<file path="config.mk">
export PLATFORM = sky130hd
export DESIGN_NAME = arm_mc_ctrl
export DESIGN_NICKNAME = d
export VERILOG_FILES = /design/src/rtl/arm_mc_ctrl_pkg.sv /design/src/rtl/arm_mc_condlogic.sv /design/src/rtl/arm_mc_ctrl.sv
export SDC_FILE = /design/constraint.sdc
export NUM_CORES = 1
export LEC_CHECK = 0
export CORE_MARGIN = 2
export CORE_UTILIZATION = 45
export CTS_BUF_LIST = sky130_fd_sc_hd__clkbuf_8
export DETAILED_ROUTE_END_ITERATION = 12
export DONT_BUFFER_PORTS = 1
export PLACE_DENSITY = 0.64
export SLEW_MARGIN = 10
export SYNTH_ARGS = -nofsm -noshare
export SYNTH_HDL_FRONTEND = slang
export SYNTH_SLANG_ARGS = --single-unit
export TNS_END_PERCENT = 1
</file>
<file path="constraint.sdc">
create_clock -name clk -period 3.9 [get_ports clk]
set_input_delay 1.17 -clock clk [delete_from_list [all_inputs] [get_ports clk]]
set_output_delay 1.17 -clock clk [all_outputs]
set_load 0.03 [all_outputs]
</file>
<file path="src/rtl/arm_mc_ctrl_pkg.sv">
// Shared definitions for the multicycle ARM controller: FSM states, ALU codes,
// condition codes, opcode/cmd fields and condition evaluation.
package arm_mc_ctrl_pkg;

  typedef enum logic [3:0] {
    S_FETCH,
    S_DECODE,
    S_MEMADR,
    S_MEMRD,
    S_MEMWB,
    S_MEMWR,
    S_EXECR,
    S_EXECI,
    S_ALUWB,
    S_BRANCH,
    S_MULEX
  } state_e;

  localparam logic [2:0] ALU_ADD = 3'b000;
  localparam logic [2:0] ALU_SUB = 3'b001;
  localparam logic [2:0] ALU_AND = 3'b010;
  localparam logic [2:0] ALU_ORR = 3'b011;
  localparam logic [2:0] ALU_EOR = 3'b100;
  localparam logic [2:0] ALU_MOV = 3'b101;
  localparam logic [2:0] ALU_MUL = 3'b110;

  localparam logic [3:0] COND_EQ = 4'b0000;
  localparam logic [3:0] COND_NE = 4'b0001;
  localparam logic [3:0] COND_CS = 4'b0010;
  localparam logic [3:0] COND_CC = 4'b0011;
  localparam logic [3:0] COND_MI = 4'b0100;
  localparam logic [3:0] COND_PL = 4'b0101;
  localparam logic [3:0] COND_VS = 4'b0110;
  localparam logic [3:0] COND_VC = 4'b0111;
  localparam logic [3:0] COND_HI = 4'b1000;
  localparam logic [3:0] COND_LS = 4'b1001;
  localparam logic [3:0] COND_GE = 4'b1010;
  localparam logic [3:0] COND_LT = 4'b1011;
  localparam logic [3:0] COND_GT = 4'b1100;
  localparam logic [3:0] COND_LE = 4'b1101;
  localparam logic [3:0] COND_AL = 4'b1110;

  localparam logic [1:0] OP_DP  = 2'b00;
  localparam logic [1:0] OP_MEM = 2'b01;
  localparam logic [1:0] OP_BR  = 2'b10;
  localparam logic [1:0] OP_UND = 2'b11;

  localparam logic [3:0] CMD_AND = 4'b0000;
  localparam logic [3:0] CMD_EOR = 4'b0001;
  localparam logic [3:0] CMD_SUB = 4'b0010;
  localparam logic [3:0] CMD_ADD = 4'b0100;
  localparam logic [3:0] CMD_TST = 4'b1000;
  localparam logic [3:0] CMD_CMP = 4'b1010;
  localparam logic [3:0] CMD_CMN = 4'b1011;
  localparam logic [3:0] CMD_ORR = 4'b1100;
  localparam logic [3:0] CMD_MOV = 4'b1101;

  localparam logic [3:0] MUL_PAT = 4'b1001;
  localparam logic [3:0] RD_PC   = 4'd15;

  // The never condition (1111) falls into the default and reads as false.
  function automatic logic cond_met(input logic [3:0] cond, input logic [3:0] nzcv);
    logic n, z, c, v;
    {n, z, c, v} = nzcv;
    case (cond)
      COND_EQ: return z;
      COND_NE: return !z;
      COND_CS: return c;
      COND_CC: return !c;
      COND_MI: return n;
      COND_PL: return !n;
      COND_VS: return v;
      COND_VC: return !v;
      COND_HI: return c && !z;
      COND_LS: return !c || z;
      COND_GE: return n == v;
      COND_LT: return n != v;
      COND_GT: return !z && (n == v);
      COND_LE: return z || (n != v);
      COND_AL: return 1'b1;
      default: return 1'b0;
    endcase
  endfunction

endpackage

</file>
<file path="src/rtl/arm_mc_condlogic.sv">
// NZCV flag register and condition-execute evaluation for the multicycle controller.
module arm_mc_condlogic
  import arm_mc_ctrl_pkg::*;
#(
  parameter logic [3:0] FLAGS_RST = 4'b0000
) (
  input  logic       clk,
  input  logic       reset,
  input  logic [3:0] i_cond,
  input  logic [3:0] i_alu_flags,
  input  logic [1:0] i_flag_w,
  output logic       o_cond_ex
);

  logic [3:0] r_flags;

  assign o_cond_ex = cond_met(i_cond, r_flags);

  // i_flag_w[1] loads N,Z; i_flag_w[0] loads C,V; both only when the condition holds
  always_ff @(posedge clk or posedge reset) begin
    if (reset) begin
      r_flags <= FLAGS_RST;
    end else begin
      if (i_flag_w[1] && o_cond_ex) r_flags[3:2] <= i_alu_flags[3:2];
      if (i_flag_w[0] && o_cond_ex) r_flags[1:0] <= i_alu_flags[1:0];
    end
  end

endmodule

</file>
<file path="src/rtl/arm_mc_ctrl.sv">
// Multicycle ARM controller: main FSM, instruction decoder and datapath control.
// Optional MUL support (MULEX state) is enabled by defining MC_MUL_EN.
module arm_mc_ctrl
  import arm_mc_ctrl_pkg::*;
#(
  parameter int unsigned ALUCTRL_W = 3,
  parameter logic [3:0]  FLAGS_RST = 4'b0000
) (
  input  logic                 clk,
  input  logic                 reset,
  input  logic [31:4]          Instr,
  input  logic [3:0]           ALUFlags,
  output logic                 PCWrite,
  output logic                 MemWrite,
  output logic                 RegWrite,
  output logic                 IRWrite,
  output logic                 AdrSrc,
  output logic [1:0]           RegSrc,
  output logic [1:0]           ALUSrcA,
  output logic [1:0]           ALUSrcB,
  output logic [1:0]           ResultSrc,
  output logic [1:0]           ImmSrc,
  output logic [ALUCTRL_W-1:0] ALUControl,
  output logic                 Undef,
  output logic                 Busy
);

  localparam logic W_FULL_ALU = (ALUCTRL_W == 32'd3);

  state_e     r_state;
  logic [3:0] w_cond, w_cmd, w_rd;
  logic [1:0] w_op;
  logic       w_imm, w_s, w_load;

  assign w_cond = Instr[31:28];
  assign w_op   = Instr[27:26];
  assign w_imm  = Instr[25];
  assign w_cmd  = Instr[24:21];
  assign w_s    = Instr[20];
  assign w_load = Instr[20];
  assign w_rd   = Instr[15:12];

  logic w_mul_pat, w_is_mul, w_unused;
  assign w_mul_pat = (w_op == OP_DP) && (w_cmd == CMD_AND) && (Instr[7:4] == MUL_PAT);
`ifdef MC_MUL_EN
  assign w_is_mul = w_mul_pat;
`else
  assign w_is_mul = 1'b0;
`endif
  // Register-number fields are datapath concerns, not control
  assign w_unused = &{1'b0, Instr[19:16], Instr[11:8], w_mul_pat};

  // Data-processing decode: support, ALU op, compare-only and logical-class flags
  logic       w_dp_ok, w_dp_nowrite, w_dp_logic;
  logic [2:0] w_dp_alu;
  always_comb begin
    w_dp_ok      = 1'b1;
    w_dp_nowrite = 1'b0;
    w_dp_logic   = 1'b0;
    w_dp_alu     = ALU_ADD;
    if (w_is_mul) begin
      w_dp_alu   = ALU_MUL;
      w_dp_logic = 1'b1;
    end else begin
      case (w_cmd)
        CMD_ADD: w_dp_alu = ALU_ADD;
        CMD_SUB: w_dp_alu = ALU_SUB;
        CMD_AND: begin w_dp_alu = ALU_AND; w_dp_logic = 1'b1; end
        CMD_ORR: begin w_dp_alu = ALU_ORR; w_dp_logic = 1'b1; end
        CMD_EOR: begin w_dp_alu = ALU_EOR; w_dp_logic = 1'b1; w_dp_ok = W_FULL_ALU; end
        CMD_MOV: begin w_dp_alu = ALU_MOV; w_dp_logic = 1'b1; w_dp_ok = W_FULL_ALU; end
        CMD_CMP: begin w_dp_alu = ALU_SUB; w_dp_nowrite = 1'b1; end
        CMD_CMN: begin w_dp_alu = ALU_ADD; w_dp_nowrite = 1'b1; end
        CMD_TST: begin w_dp_alu = ALU_AND; w_dp_nowrite = 1'b1; w_dp_logic = 1'b1; end
        default: w_dp_ok = 1'b0;
      endcase
    end
  end

  logic w_undef_instr;
  assign w_undef_instr = (w_op == OP_UND) || ((w_op == OP_DP) && !w_dp_ok);

  always_ff @(posedge clk or posedge reset) begin
    if (reset) begin
      r_state <= S_FETCH;
    end else begin
      case (r_state)
        S_FETCH:  r_state <= S_DECODE;
        S_DECODE: begin
          if (w_undef_instr)      r_state <= S_FETCH;
          else if (w_op == OP_MEM) r_state <= S_MEMADR;
          else if (w_op == OP_BR)  r_state <= S_BRANCH;
          else if (w_is_mul)       r_state <= S_MULEX;
          else if (w_imm)          r_state <= S_EXECI;
          else                     r_state <= S_EXECR;
        end
        S_MEMADR: r_state <= w_load ? S_MEMRD : S_MEMWR;
        S_MEMRD:  r_state <= S_MEMWB;
        S_EXECR,
        S_EXECI:  r_state <= w_dp_nowrite ? S_FETCH : S_ALUWB;
        S_MULEX:  r_state <= S_ALUWB;
        default:  r_state <= S_FETCH;
      endcase
    end
  end

  // Per-state datapath selects and unqualified write intents
  logic       w_irw, w_regw, w_memw, w_branch, w_fetch, w_wb, w_exec;
  logic [2:0] w_alu;
  always_comb begin
    w_irw     = 1'b0;
    w_regw    = 1'b0;
    w_memw    = 1'b0;
    w_branch  = 1'b0;
    w_fetch   = 1'b0;
    w_wb      = 1'b0;
    w_exec    = 1'b0;
    w_alu     = ALU_ADD;
    AdrSrc    = 1'b0;
    ALUSrcA   = 2'b00;
    ALUSrcB   = 2'b00;
    ResultSrc = 2'b00;
    case (r_state)
      S_FETCH:  begin
        w_irw = 1'b1; w_fetch = 1'b1;
        ALUSrcA = 2'b01; ALUSrcB = 2'b10; ResultSrc = 2'b10;
      end
      S_DECODE: begin ALUSrcA = 2'b01; ALUSrcB = 2'b10; ResultSrc = 2'b10; end
      S_MEMADR: ALUSrcB = 2'b01;
      S_MEMRD:  AdrSrc = 1'b1;
      S_MEMWB:  begin ResultSrc = 2'b01; w_regw = 1'b1; w_wb = 1'b1; end
      S_MEMWR:  begin AdrSrc = 1'b1; w_memw = 1'b1; end
      S_EXECR:  begin w_alu = w_dp_alu; w_exec = 1'b1; end
      S_EXECI:  begin ALUSrcB = 2'b01; w_alu = w_dp_alu; w_exec = 1'b1; end
      S_MULEX:  begin w_alu = ALU_MUL; w_exec = 1'b1; end
      S_ALUWB:  begin w_regw = 1'b1; w_wb = 1'b1; end
      S_BRANCH: begin
        ALUSrcA = 2'b10; ALUSrcB = 2'b01; ResultSrc = 2'b10; w_branch = 1'b1;
      end
      default: ;
    endcase
  end

  always_comb begin
    case (w_op)
      OP_MEM:  ImmSrc = 2'b01;
      OP_BR:   ImmSrc = 2'b10;
      default: ImmSrc = 2'b00;
    endcase
  end

  // Logical ops (incl. TST, MUL) only touch N,Z; arithmetic ops touch all four
  logic [1:0] w_flag_w;
  logic       w_cond_ex;
  assign w_flag_w = (w_exec && (w_s || w_dp_nowrite)) ? {1'b1, !w_dp_logic} : 2'b00;

  arm_mc_condlogic #(
    .FLAGS_RST (FLAGS_RST)
  ) u_condlogic (
    .clk         (clk),
    .reset       (reset),
    .i_cond      (w_cond),
    .i_alu_flags (ALUFlags),
    .i_flag_w    (w_flag_w),
    .o_cond_ex   (w_cond_ex)
  );

  assign ALUControl = ALUCTRL_W'(w_alu);
  assign RegSrc     = {(w_op == OP_MEM) && !w_load, w_op == OP_BR};
  assign IRWrite    = !reset && w_irw;
  assign RegWrite   = !reset && w_regw && w_cond_ex;
  assign MemWrite   = !reset && w_memw && w_cond_ex;
  assign PCWrite    = !reset && (w_fetch ||
                      (w_cond_ex && (w_branch || (w_wb && (w_rd == RD_PC)))));
  assign Undef      = (r_state == S_DECODE) && w_undef_instr;
  assign Busy       = (r_state != S_FETCH);

endmodule

</file>
## Yosys cells after proc, flatten, opt, wreduce, memory -nomap -nowiden

Cells that the tools add are included.

| word-level totals | value |
|---|---|
| input port bits | 34 |
| output and inout port bits | 20 |
| word-level logic and storage cells | 112 |
| flip-flop bits (word level) | 8 |

| operators by class | value |
|---|---|
| equality and inequality tests | 38 |
| muxes and demuxes | 24 |
| reductions and logical operators | 47 |

Operators with widths:

| operator | count |
|---|---|
| == test 4 bit (second input constant) | 16 |
| == test 4 x 3 -> 1 bit (second input constant) | 9 |
| one-hot mux 4 bit (6 select lines) | 1 |
| == test 4 x 2 -> 1 bit (second input constant) | 5 |
| logical AND 1 bit | 16 |
| two-way mux 4 bit | 4 |
| one-hot mux 2 bit (2 select lines) | 4 |
| one-hot mux 1 bit (15 select lines) | 1 |
| one-hot mux 3 bit (5 select lines) | 1 |
| == test 4 x 1 -> 1 bit (second input constant) | 3 |
| logical NOT 4 bit | 3 |
| OR reduction 2 bit | 6 |
| OR reduction 3 bit | 4 |
| two-way mux 1 bit | 10 |
| OR reduction 9 bit | 1 |
| logical NOT 1 bit | 8 |
| logical OR 1 bit | 6 |
| one-hot mux 3 bit (2 select lines) | 1 |
| OR reduction 5 bit | 1 |
| == test 2 bit (second input constant) | 2 |
| nonzero test 4 bit | 1 |
| two-way mux 3 bit | 1 |
| == test 2 x 1 -> 1 bit (second input constant) | 1 |
| logical NOT 2 bit | 1 |
| other kinds (3) | 3 |

## Logic depth before layout (Yosys ltp)

| depth | value |
|---|---|
| word-level depth | 8 |
| depth in mapped cells | 7 |
| mapped depth without buffers | 6 |

## Cells and area by module

Synthesis repeated with hierarchy kept, for this count alone.

| second synthesis, totals | value |
|---|---|
| cell total of the unflattened synthesis | 123 |
| area, all modules | 974.7 µm² |

By module, submodules not included:

| module | area each (µm²) | cells each | times used |
|---|---|---|---|
| arm_mc_ctrl | 599.3 | 85 | 1 |
| arm_mc_condlogic | 375.4 | 38 | 1 |

## Worst setup path after synthesis

Ideal clock, no wire load.

| timing path | value |
|---|---|
| path kind | input-to-output |
| start point | input Instr[28] (netlist name) |
| end point | output PCWrite |
| buffers on the path | 1 |
| stages | 7 |
| slack | -0.096 ns |
| arrival | 2.826 ns |
| path through | buf_2 > nor3_1 > o311ai_2 > nand3_1 > a221oi_2 > or4b_1 > a21oi_1 |

| between the ends | value |
|---|---|
| longest elaborated chain between the ends | 5 |
| elaborated cells between the ends (all ways) | 19 |
| classes of those cells | eq/ne: 14; mux: 1; reduce/logical: 4 |

RTL lines:

| item | line | RTL |
|---|---|---|
| start: declaration | arm_mc_ctrl.sv:11 | `input logic [31:4] Instr,` |
| == test 4 bit, or another cell as far along | arm_mc_ctrl_pkg.sv:65 | `case (cond)` |
| one-hot mux 1 bit (15 select lines) * | arm_mc_ctrl_pkg.sv:65 |  |
| logical AND 1 bit * | arm_mc_ctrl.sv:174 | `(w_cond_ex && (w_branch \|\| (w_wb && (w_rd == RD_PC)))));` |
| logical OR 1 bit * | arm_mc_ctrl.sv:173 | `assign PCWrite = !reset && (w_fetch \|\|` |
| logical AND 1 bit * | arm_mc_ctrl.sv:173 |  |
| end: declaration | arm_mc_ctrl.sv:13 | `output logic PCWrite,` |

Mark *: on every way between the ends. The rest lies on a longest branch, timed or not.

## Worst setup path after layout

| timing path | value |
|---|---|
| start point | input Instr[29] (netlist name) |
| end point | output PCWrite |

Same word-level chain as after synthesis.

==> results.toml <==
[critical_path]
worstPathCellList = "mux2i_1, xor2_1, o22ai_2, a221oi_2, or4b_1, a21oi_2, buf_4"
cp.depth = 7
critPathRequiredTime_ns = 2.73
max_stage_delay_ns = 0.52
r2r_end = "u_condlogic.r_flags[0]$_DFFE_PP0P_"
critPathCaptureType = "primary output"
reg2reg_depth = 7
startpoint_type = "input pin"
r2r_slack_ns = 1.87
r2r_start = "u_condlogic.r_flags[3]$_DFFE_PP0P_"
crit_fanout = 6
worstSetupPathType = "input pin to primary output"
critical_path_buf_inv_count = 1
cp_data_arrival_time_ns = 2.58
cp_top_family = "simple AND/OR/NAND/NOR gates"
cp_slowest_cell = "or4b_1"

[synth]
syn_nets = 158
synth_enable_flop_cells = 0
synth_warnings = 0
synth.avg_cell_area_sq_um = 8.05
yosysSeqAreaShare_pct = 20.9
ys_ff_latch = 8
syn_inst = 119
async_flop_share_pct = 100
ys_types = 43
syn_area_sq_um = 958
synth_flop_cell = "dfrtp_1"

[cts]
cts_setup_buffers = 0
clock-sinks = 8
root_buffer = "clkbuf_8"
clk_latency_ns = 0.22
clk_pin_slew_worst_paths_ns = 0.04
htree_levels = 1
cts_buffers = 3
cts_max_path_buffers = 2
cts.repair.resized = 0
cts_tree = "built"
ctsHoldBuffers = 0

[finish]
fin_nets = 163
fin_area_sq_um = 1050
antenna_cells = 0
final_common_cell = "nor2_1"
drive_above_1_share_pct = 18.0
layout_common_cells = "nor2_1, inv_1, nor2b_1, dfrtp_1, a21oi_1"
area_delta_synth_final_pct = 9.92

[power_and_ir_drop]
powerDensity_nw_per_um2 = 738
leakage_uw = 0.000468
pwr-share-seq_pct = 24.9
pwr-share-comb_pct = 63.1
clkPwrFrac_pct = 12.0
p_switching_uw = 415
p_int_uw = 362
swShare_pct = 53.4
irDropWorstVdd_v = 0.000380

[timing]
timing.fmax_mhz = 267
setup_violations = 0
tightest_slew_ns = 0.918
drv_slew = 0
hold_viol = 0
rsz0062_at_grt = "no"
fin_crit_ns = 3.75
slew_headroom_pct = 38.4
period_share_pct = 96.1
finalClockSkew_ns = 0.000188
finalWorstSetupSlack_ns = 0.151

[die]
io_pins = 54
fp.coreArea_sq_um = 1980
core.rowCount = 16
dieArea_sq_um = 2520
start_util_pct = 48.4
die_y_um = 50.2
fp.dieW_um = 50.2

[route]
avgViaCountPerCell = 6.01
postRouteAntennaNets = 0
wl_per_cell_um = 15.4
dr.first_iter.drc_count = 29
totalWireLength_mm = 2.30
dr.pass1.iters = 4
vias = 895
drc = 0

[place]
portBuffers = 0
post-dp-hpwl_mm = 1.87
gp_congestion = 0.886
pre_cts_slack_ns = 0.133
placed_area_sq_um = 1010

[min_path]
min_from = "u_condlogic.r_flags[1]$_DFFE_PP0P_"
hold_path_end = "u_condlogic.r_flags[1]$_DFFE_PP0P_"
hold_class = "flip-flop to flip-flop"
hold_depth = 1

[run_status]
outcome = "completed"

[global_routing]
grt_first_pass_wirelength_mm = 3.84
grt_overflow = 0
grt_max_degree = 14
gr-usage-all-layers_pct = 19.4
grt_pass1_vias = 857
antenna_found_initial = 0

[flow_run]
drv_cap = 0
worst reg2reg max path: stages, from the launching register on:
cell	delay, ns
dfrtp_1	0.46
xnor2_1	0.18
a22oi_2	0.17
xnor2_1	0.16
a221oi_2	0.10
buf_4	0.15
or3_4	0.40
mux2_4	0.31
area by class of cell:
cell class	count	area, sq um
fill	198	928
multi-input combinational	96	699
sequential	8	200
timing repair buffer	6	45.0
clock buffer	3	41.3
inverter	9	33.8
tap	27	33.8
how the worst max path moves through the flow:
stage / slack (ns) / end / start
6_report: 0.15 / PCWrite / Instr[29]
5_1_grt: 0.06 / PCWrite / Instr[29]
4_1_cts: 0.13 / PCWrite / Instr[29]
3_5_place_dp: 0.13 / PCWrite / Instr[29]
3_3_place_gp: 0.19 / PCWrite / Instr[30]
2_1_floorplan: -0.08 / MemWrite / Instr[28]
per-layer routing:
layer | vias up | global-route usage (%) | routed length [um]
met2 | 26 | 32.7 | 1150
li1 | 431 | - | -
met5 | - | 0 | 0
met1 | 438 | 25.2 | 990
met3 | 0 | 5.65 | 156
met4 | 0 | 1.85 | 0
synth_stat cells (all sizes together) (2+ instances only):
cell | instances | share of area, %
nor2 | 16 | 6.3
inv | 9 | 3.5
a21oi | 8 | 4.2
dfrtp | 8 | 21
nor2b | 8 | 5.2
ha | 5 | 6.5
nor3 | 5 | 2.6
mux2 | 4 | 6.3
o22ai | 4 | 3.3
xnor2 | 4 | 3.7
buf | 3 | 1.8
clkbuf | 3 | 1.2
nand2 | 3 | 1.2
nand3 | 3 | 1.6
nor4 | 3 | 2.0
or3 | 3 | 3.0
a21o | 2 | 1.6
nand2b | 2 | 1.3
nor3b | 2 | 1.6
o211ai | 2 | 1.6
o21ai | 2 | 1.0
xor2 | 2 | 1.8
through the flow:
| step | instances | utilization (%) | setup TNS, ns | hold WS [ns] | power, uW |
|---|---|---|---|---|---|
| after global placement | 146 | 51.1 | 0 | 0.525 | 671 |
| after global routing | 149 | 53.2 | 0 | 0.555 | 838 |
| after CTS | 149 | 53.2 | 0 | 0.537 | 780 |
| final | 149 | 53.2 | 0 | 0.535 | 777 |
| after floorplan | 119 | - | -0.0778 | 0.496 | 597 |
| after detailed placement | 146 | 51.1 | 0 | 0.522 | 684 |
registers in the layout, summed over array words and instances (netlist names):
name / count
r_state: 4
u_condlogic.r_flags: 4
power by group through the flow:
stage                     clock (uW)  sequential, uW  combinational (uW)
after floorplan                    0             148                 449
after global placement             0             189                 482
after detailed placement           0             194                 491
after CTS                       95.8             193                 491
after global routing             104             203                 532
final                           93.2             194                 490
kinds of logic (layout without fill, tap and decap cells):
logic type | after synthesis | count (layout) | share of synthesized area (%)
buffers and inverters | 15 | 18 | 6.53
adders and majority gates | 5 | 5 | 6.53
and+or+nand+nor | 52 | 52 | 30.9
xor gates and xnor gates | 6 | 6 | 5.48
muxes | 5 | 5 | 7.31
DFF | 8 | 8 | 20.9
AOI/OAI and AO/OA | 28 | 28 | 22.3
(Power assumes the default switching activity.)
